--- config.mk ---
export PLATFORM = sky130hd
export DESIGN_NAME = spi_ram_ctrl
export DESIGN_NICKNAME = d
export VERILOG_FILES = /design/src/rtl/spi_ram_ctrl.sv
export SDC_FILE = /design/constraint.sdc
export NUM_CORES = 2
export LEC_CHECK = 0
export BUFFER_PORTS_ARGS = -buffer_cell sky130_fd_sc_hd__buf_2
export CORE_MARGIN = 5
export CORE_UTILIZATION = 55
export DETAILED_ROUTE_END_ITERATION = 16
export PLACE_DENSITY = 0.79
export SLEW_MARGIN = 20
export SYNTH_ARGS = -nofsm -noshare
export SYNTH_HDL_FRONTEND = slang
export SYNTH_SLANG_ARGS = --single-unit
--- constraint.sdc ---
create_clock -name clk -period 3.16 [get_ports clk]
set_input_delay 0.948 -clock clk [delete_from_list [all_inputs] [get_ports clk]]
set_output_delay 0.948 -clock clk [all_outputs]
set_load 0.02 [all_outputs]
--- src/rtl/spi_ram_ctrl.sv ---
// -----------------------------------------------------------------------------
// spi_ram_ctrl
//   Single-port byte RAM controlled by 10-bit frames from the SPI slave.
//   Frame layout: [9:8] = command, [7:0] = payload.
//     00 WR_ADDR  load write address
//     01 WR_DATA  write payload at write address (optional post-increment)
//     10 RD_ADDR  load read address
//     11 RD_DATA  return mem[read address] on tx_data (optional post-increment)
//
// Ports
//   clk       rising-edge clock, shared with the SPI slave
//   rst       asynchronous reset, active-high
//   rx_data   incoming frame
//   rx_valid  frame qualifier, one frame consumed per cycle high
//   tx_data   registered read byte for the slave to shift out
//   tx_valid  tx_data holds a fresh read result
//   err       sticky flag: data command issued before its address was loaded
// -----------------------------------------------------------------------------
module spi_ram_ctrl #(
    parameter int MEM_DEPTH = 256,
    parameter int ADDR_SIZE = 8,
    parameter int AUTO_INC  = 0
) (
    input  logic       clk,
    input  logic       rst,
    input  logic [9:0] rx_data,
    input  logic       rx_valid,
    output logic [7:0] tx_data,
    output logic       tx_valid,
    output logic       err
);

    localparam logic [1:0] CMD_WR_ADDR = 2'b00;
    localparam logic [1:0] CMD_WR_DATA = 2'b01;
    localparam logic [1:0] CMD_RD_ADDR = 2'b10;
    localparam logic [1:0] CMD_RD_DATA = 2'b11;

    // Memory has no reset so that its contents survive rst.
    logic [7:0]           mem [MEM_DEPTH];

    logic [ADDR_SIZE-1:0] wr_addr;
    logic [ADDR_SIZE-1:0] rd_addr;
    logic                 wr_ok;
    logic                 rd_ok;

    logic [1:0]           cmd;
    logic [ADDR_SIZE-1:0] addr;
    logic                 wr_en;

    assign cmd   = rx_data[9:8];
    assign addr  = rx_data[ADDR_SIZE-1:0];
    assign wr_en = rx_valid && (cmd == CMD_WR_DATA) && wr_ok;

    always_ff @(posedge clk) begin
        if (wr_en) begin
            mem[wr_addr] <= rx_data[7:0];
        end
    end

    // Address wrap is implicit: MEM_DEPTH == 2**ADDR_SIZE, so the
    // ADDR_SIZE-bit increment rolls over from MEM_DEPTH-1 to 0.
    always_ff @(posedge clk or posedge rst) begin
        if (rst) begin
            wr_addr  <= '0;
            rd_addr  <= '0;
            wr_ok    <= 1'b0;
            rd_ok    <= 1'b0;
            tx_data  <= 8'h00;
            tx_valid <= 1'b0;
            err      <= 1'b0;
        end else if (rx_valid) begin
            case (cmd)
                CMD_WR_ADDR: begin
                    wr_addr  <= addr;
                    wr_ok    <= 1'b1;
                    tx_valid <= 1'b0;
                end
                CMD_WR_DATA: begin
                    tx_valid <= 1'b0;
                    if (wr_ok) begin
                        if (AUTO_INC != 0) begin
                            wr_addr <= wr_addr + ADDR_SIZE'(1);
                        end
                    end else begin
                        err <= 1'b1;
                    end
                end
                CMD_RD_ADDR: begin
                    rd_addr  <= addr;
                    rd_ok    <= 1'b1;
                    tx_valid <= 1'b0;
                end
                default: begin
                    // RD_DATA: a write to rd_addr on the previous frame has
                    // already landed, so read-after-write returns new data.
                    if (rd_ok) begin
                        tx_data  <= mem[rd_addr];
                        tx_valid <= 1'b1;
                        if (AUTO_INC != 0) begin
                            rd_addr <= rd_addr + ADDR_SIZE'(1);
                        end
                    end else begin
                        tx_valid <= 1'b0;
                        err      <= 1'b1;
                    end
                end
            endcase
        end
    end

endmodule

; Word-level counts from Yosys, hierarchy flattened
; Memory sizes are Yosys's and may differ from the RTL's. A register that Yosys moved wholly into a read port is not among the register bits.
; Index checks and enable logic that the tools add are counted.
[totals]
mem_bits_rw = 2048
n_memories = 1
wordCells = 29
out_inout_bits = 10
in_bits = 13
ff_bits = 20
[mem_list]
columns = memory, depth, width, rd, rd_ports_with_merged_regs, wr, line
row1 = mem, 256, 8, 1, 1, 1, 39  ; logic [7:0] mem [MEM_DEPTH];
[op_classes]
n_reduce_logical = 9
muxes = 7
bitwise_logic = 2
eq_ne = 4
[op_table]
columns = cell, n
row1 = $mux 1, 6
row2 = $reduce_and 2->1, 2
row3 = $reduce_and 4->1, 1
row4 = $reduce_and 3->1, 1
row5 = $reduce_or 3->1, 1
row6 = $eq 2x1->1 const B, 1
row7 = $eq 2x2->1 const B, 1
row8 = $logic_and 1x1->1, 2
row9 = $logic_not 2->1, 1
row10 = $ne 2x1->1 const B, 1
row11 = $ne 2x2->1 const B, 1
row12 = $not 1->1, 2
row13 = $pmux 1 s2, 1
row14 = $reduce_or 2->1, 1

; Longest topological paths before layout
[depth]
ltp_word = 5
depth_mapped = 13
ltp_nobuf = 7

; Worst setup path after synthesis
; No wires, ideal clock.
[synth_timing]
kind = input-to-reg
startpoint = input rx_data[9]
endpoint = memory mem[220][0], enable pin
path_buffers = 1
stages = 5
arrival_time_ns = 2.362
setup_ns = 0.370
required_ns = 2.790
setup_slack_ns = 0.427
cell_sequence = nand2b_1 -> nor4_1 -> nand3_1 -> clkbuf_1 -> nor2_1
[synth_between]
elab_chain_len = 5
[synth_lines]
columns = element, line
row1 = from (decl), 26  ; input logic [9:0] rx_data,
row2 = $eq 2x1->1, 52  ; assign wr_en = rx_valid && (cmd == CMD_WR_DATA) && wr_ok;
row3 = $logic_and 1x1->1 (2 in a row), 52
row4 = $mux 1, 55  ; if (wr_en) begin
row5 = $mux 1 (implied by the code), 56  ; mem[wr_addr] <= rx_data[7:0];
row6 = to (decl), 39
; Every way passes these cells.

==> impl_metrics.csv <==
group,metric,value,unit
outcome,status,"finished, violations left",
outcome,violations,"setup timing",
routing,drc_errors,0,
synthesis,netlist_top_cells_count,"edfxtp_1, mux4_2, mux2i_1",
sta,maxSlewViolCount,0,
sta,holdWs,253.5,ps
sta,relSlewSlack,29.31,%
placed_design,dpl-instance-area,87240,um^2
synthesis,netlist.area_leader.share,75.70,%
clock_network,clockBufferDepth,3,
routing,drtAntennaViolNets,0,
clock_network,cts_buffers,194,
routing,avgViaCountPerCell,6.673,
synthesis,netlist_area,81240,um^2
final_layout,stdcell_count,6632,
setup_path,worstPathMaxFanout,59,
global_route,grt_pass1_wl,308100,um
synthesis,asyncSetResetFlopFracSynth,1.349,%
routing,vias,44260,
placed_design,globalplace.congestion,0.9200,
synthesis,ys.warnings.count,0,
routing,routedWlPerCell,32.23,um
placed_design,port_buffers,22,
final_layout,fin_nets,4547,
synthesis,netlist.top_cell.by_area,"edfxtp_1",
die,die_h,394.3,um
placed_design,dpl.cell_count,6261,
routing,drt-initial-drc-count,6899,
clock_network,clk_pin_slew,60,ps
pwr,p_per_area,661.3,nW/um^2
setup_path,cpLargestDelayFamily,"compound AO/OA/AOI/OAI gates",
clock_network,clockRootBuffer,"clkbuf_16",
sta,fin_tns_setup,-69.76,ps
final_layout,utilization,63.39,%
setup_path,crit_chain,"buf_4 > nand2b_2 > buf_12 > o221ai_1 > o22ai_1 > o21ai_1 > o2111ai_1 > or4_1 > o211ai_1",
synthesis,yosysSeqAreaShare,76.57,%
global_route,grt_pass1_vias,44030,
sta,setup_violations,4,
global_route,grt_antenna_before_repair,3,
setup_path,worst_path_max_delay_cell,"or4_1",
die,dieWidth,394.3,um
synthesis,syn-mean-instance-area,20.56,um^2
sta,post-route-min-period,3193,ps
final_layout,syn_to_final_growth,14.96,%
placed_design,dp_hpwl,131000,um
pwr,worst_ir_drop_vdd,651.5,uV
worst_hold_path,hp-class,"in -> async",
sta,min_period_over_period,101.0,%
final_layout,drive_gt1_share,27.59,%
setup_path,critical_path_class,"reg -> reg",
die,rows,141,
global_route,grt_max_degree,89,
setup_path,cp.required,3900,ps
clock_network,clk-insertion-delay-late,830,ps
clock_network,cts.sinks,2076,
routing,routed_wl,213700,um
global_route,track_usage,27.31,%
die,core_area,147300,um^2
pwr,leakagePower,30.70,nW
clock_network,cts_tree,"built",
routing,firstDrtPassIters,10,
sta,worst_slew_pin_slew,1058,ps
die,start_util,55.15,%
synthesis,ys_types,65,
setup_path,crit_buf_inv,2,
setup_path,arrival,3930,ps
synthesis,ys_dominant_reg_cell,"edfxtp_1",
synthesis,synth-edff-count,2048,
clock_network,htreeDepth,4,
sta,worst_slack,-32.59,ps
synthesis,synthTopCellsByArea,"edfxtp_1, mux4_2, mux2i_1",
synthesis,synth_most_common_cell,"edfxtp_1",
synthesis,synth_fp_nets,3965,
sta,fmax,313.2,MHz
flow_run,max_cap_violations,0,
setup_path,slowest_delay,590,ps
setup_path,cp-end-kind,"register",
setup_path,startpoint_type,"register",
sta,hold_viol,0,
sta,fin_skew,37.34,ps
clock_network,ctsHoldBuffers,0,
die,num_io_pins,23,
final_layout,fin_area,93390,um^2
die,dieArea,155500,um^2
synthesis,synth_cells,3952,
global_route,grt-ovfl-total,0,
synthesis,synth-seq-cells,2076,
worst min-delay path: stages:
cell and delay (ps):
buf_2 100, inv_1 40, buf_4 410
what timing repair did:
action,in CTS,in global routing
pin swaps,0,0
gates resized for setup,5,19
endpoints found under the setup margin,7,7
gates cloned,0,0
setup buffers,4,3
logic make-up after synthesis:
group | after synthesis | synth area share, %
compound gates | 398 | 3.399
flops | 2076 | 76.57
simple gates | 519 | 2.766
buf+inv | 238 | 2.242
mux | 721 | 15.03
registers in the layout (all words and copies together) (netlist names):
register / count
mem: 2048
rd_addr: 8
tx_data: 8
wr_addr: 8
err: 1
rd_ok: 1
tx_valid: 1
wr_ok: 1
through the flow:
step                setup slack (ps)  power (W)
finish                        -32.59    0.06175
global route                  -19.22    0.06347
CTS                           0.8127    0.06170
detailed placement            -209.0    0.03990
global placement              -174.4    0.03975
floorplan                      427.4    0.03648
cell type report:
cell class                      instances  area [um^2]
Clock inverter                        104        802.0
Multi-Input combinational cell       1638        17290
Inverter                                6        27.53
Timing Repair Buffer                  618         5461
Antenna cell                            4        10.01
Tap cell                             1930         2415
Fill cell                            9196        53920
Sequential cell                      2076        62210
Clock buffer                          256         5161
path summary, 6_finish.rpt:
path                                 start          to  slack, ps  depth (start not counted)
worst max-delay path            rd_addr[2]  tx_data[2]        -30                          9
worst max register to register  rd_addr[2]  tx_data[2]        -30                          9
max in group asynchronous              rst  rd_addr[4]       2470                          3
min in group clk                  rx_valid    tx_valid        430                          2
worst min register to register       wr_ok       wr_ok        500                          1
worst min-delay path                   rst  tx_data[6]        250                          3
layout by cell type, fill, tap and decap left out, types with 16 or more instances in the layout:
master,n
a211oi_1,31
a21oi_1,50
a221oi_1,16
buf_12,62
buf_4,530
clkbuf_1,58
clkbuf_16,197
clkinv_1,44
clkinv_2,36
dfrtp_1,24
edfxtp_1,2048
mux2_2,24
mux2i_1,309
mux4_1,28
mux4_2,360
nand2_1,100
nand3_1,23
nor2_1,290
nor3_1,24
o21ai_0,51
o21ai_1,16
o221ai_1,46
o22ai_1,103
per-layer routing:
layer	GRT usage [%]	vias up	share of wire [%]
met2	43.18	3561	48
met4	12.95	2	5.5
met1	35.96	22480	34
met3	7.122	630	13
li1	-	17590	-
met5	0	-	0.0047
power by group:
part | switching (W) | total (W) | internal (W)
clock network | 0.0100 | 0.0221 | 0.0120
logic | 0.00539 | 0.00907 | 0.00368
registers | 0.000251 | 0.0306 | 0.0304
Note: power is estimated with default switching activity, not from simulation.
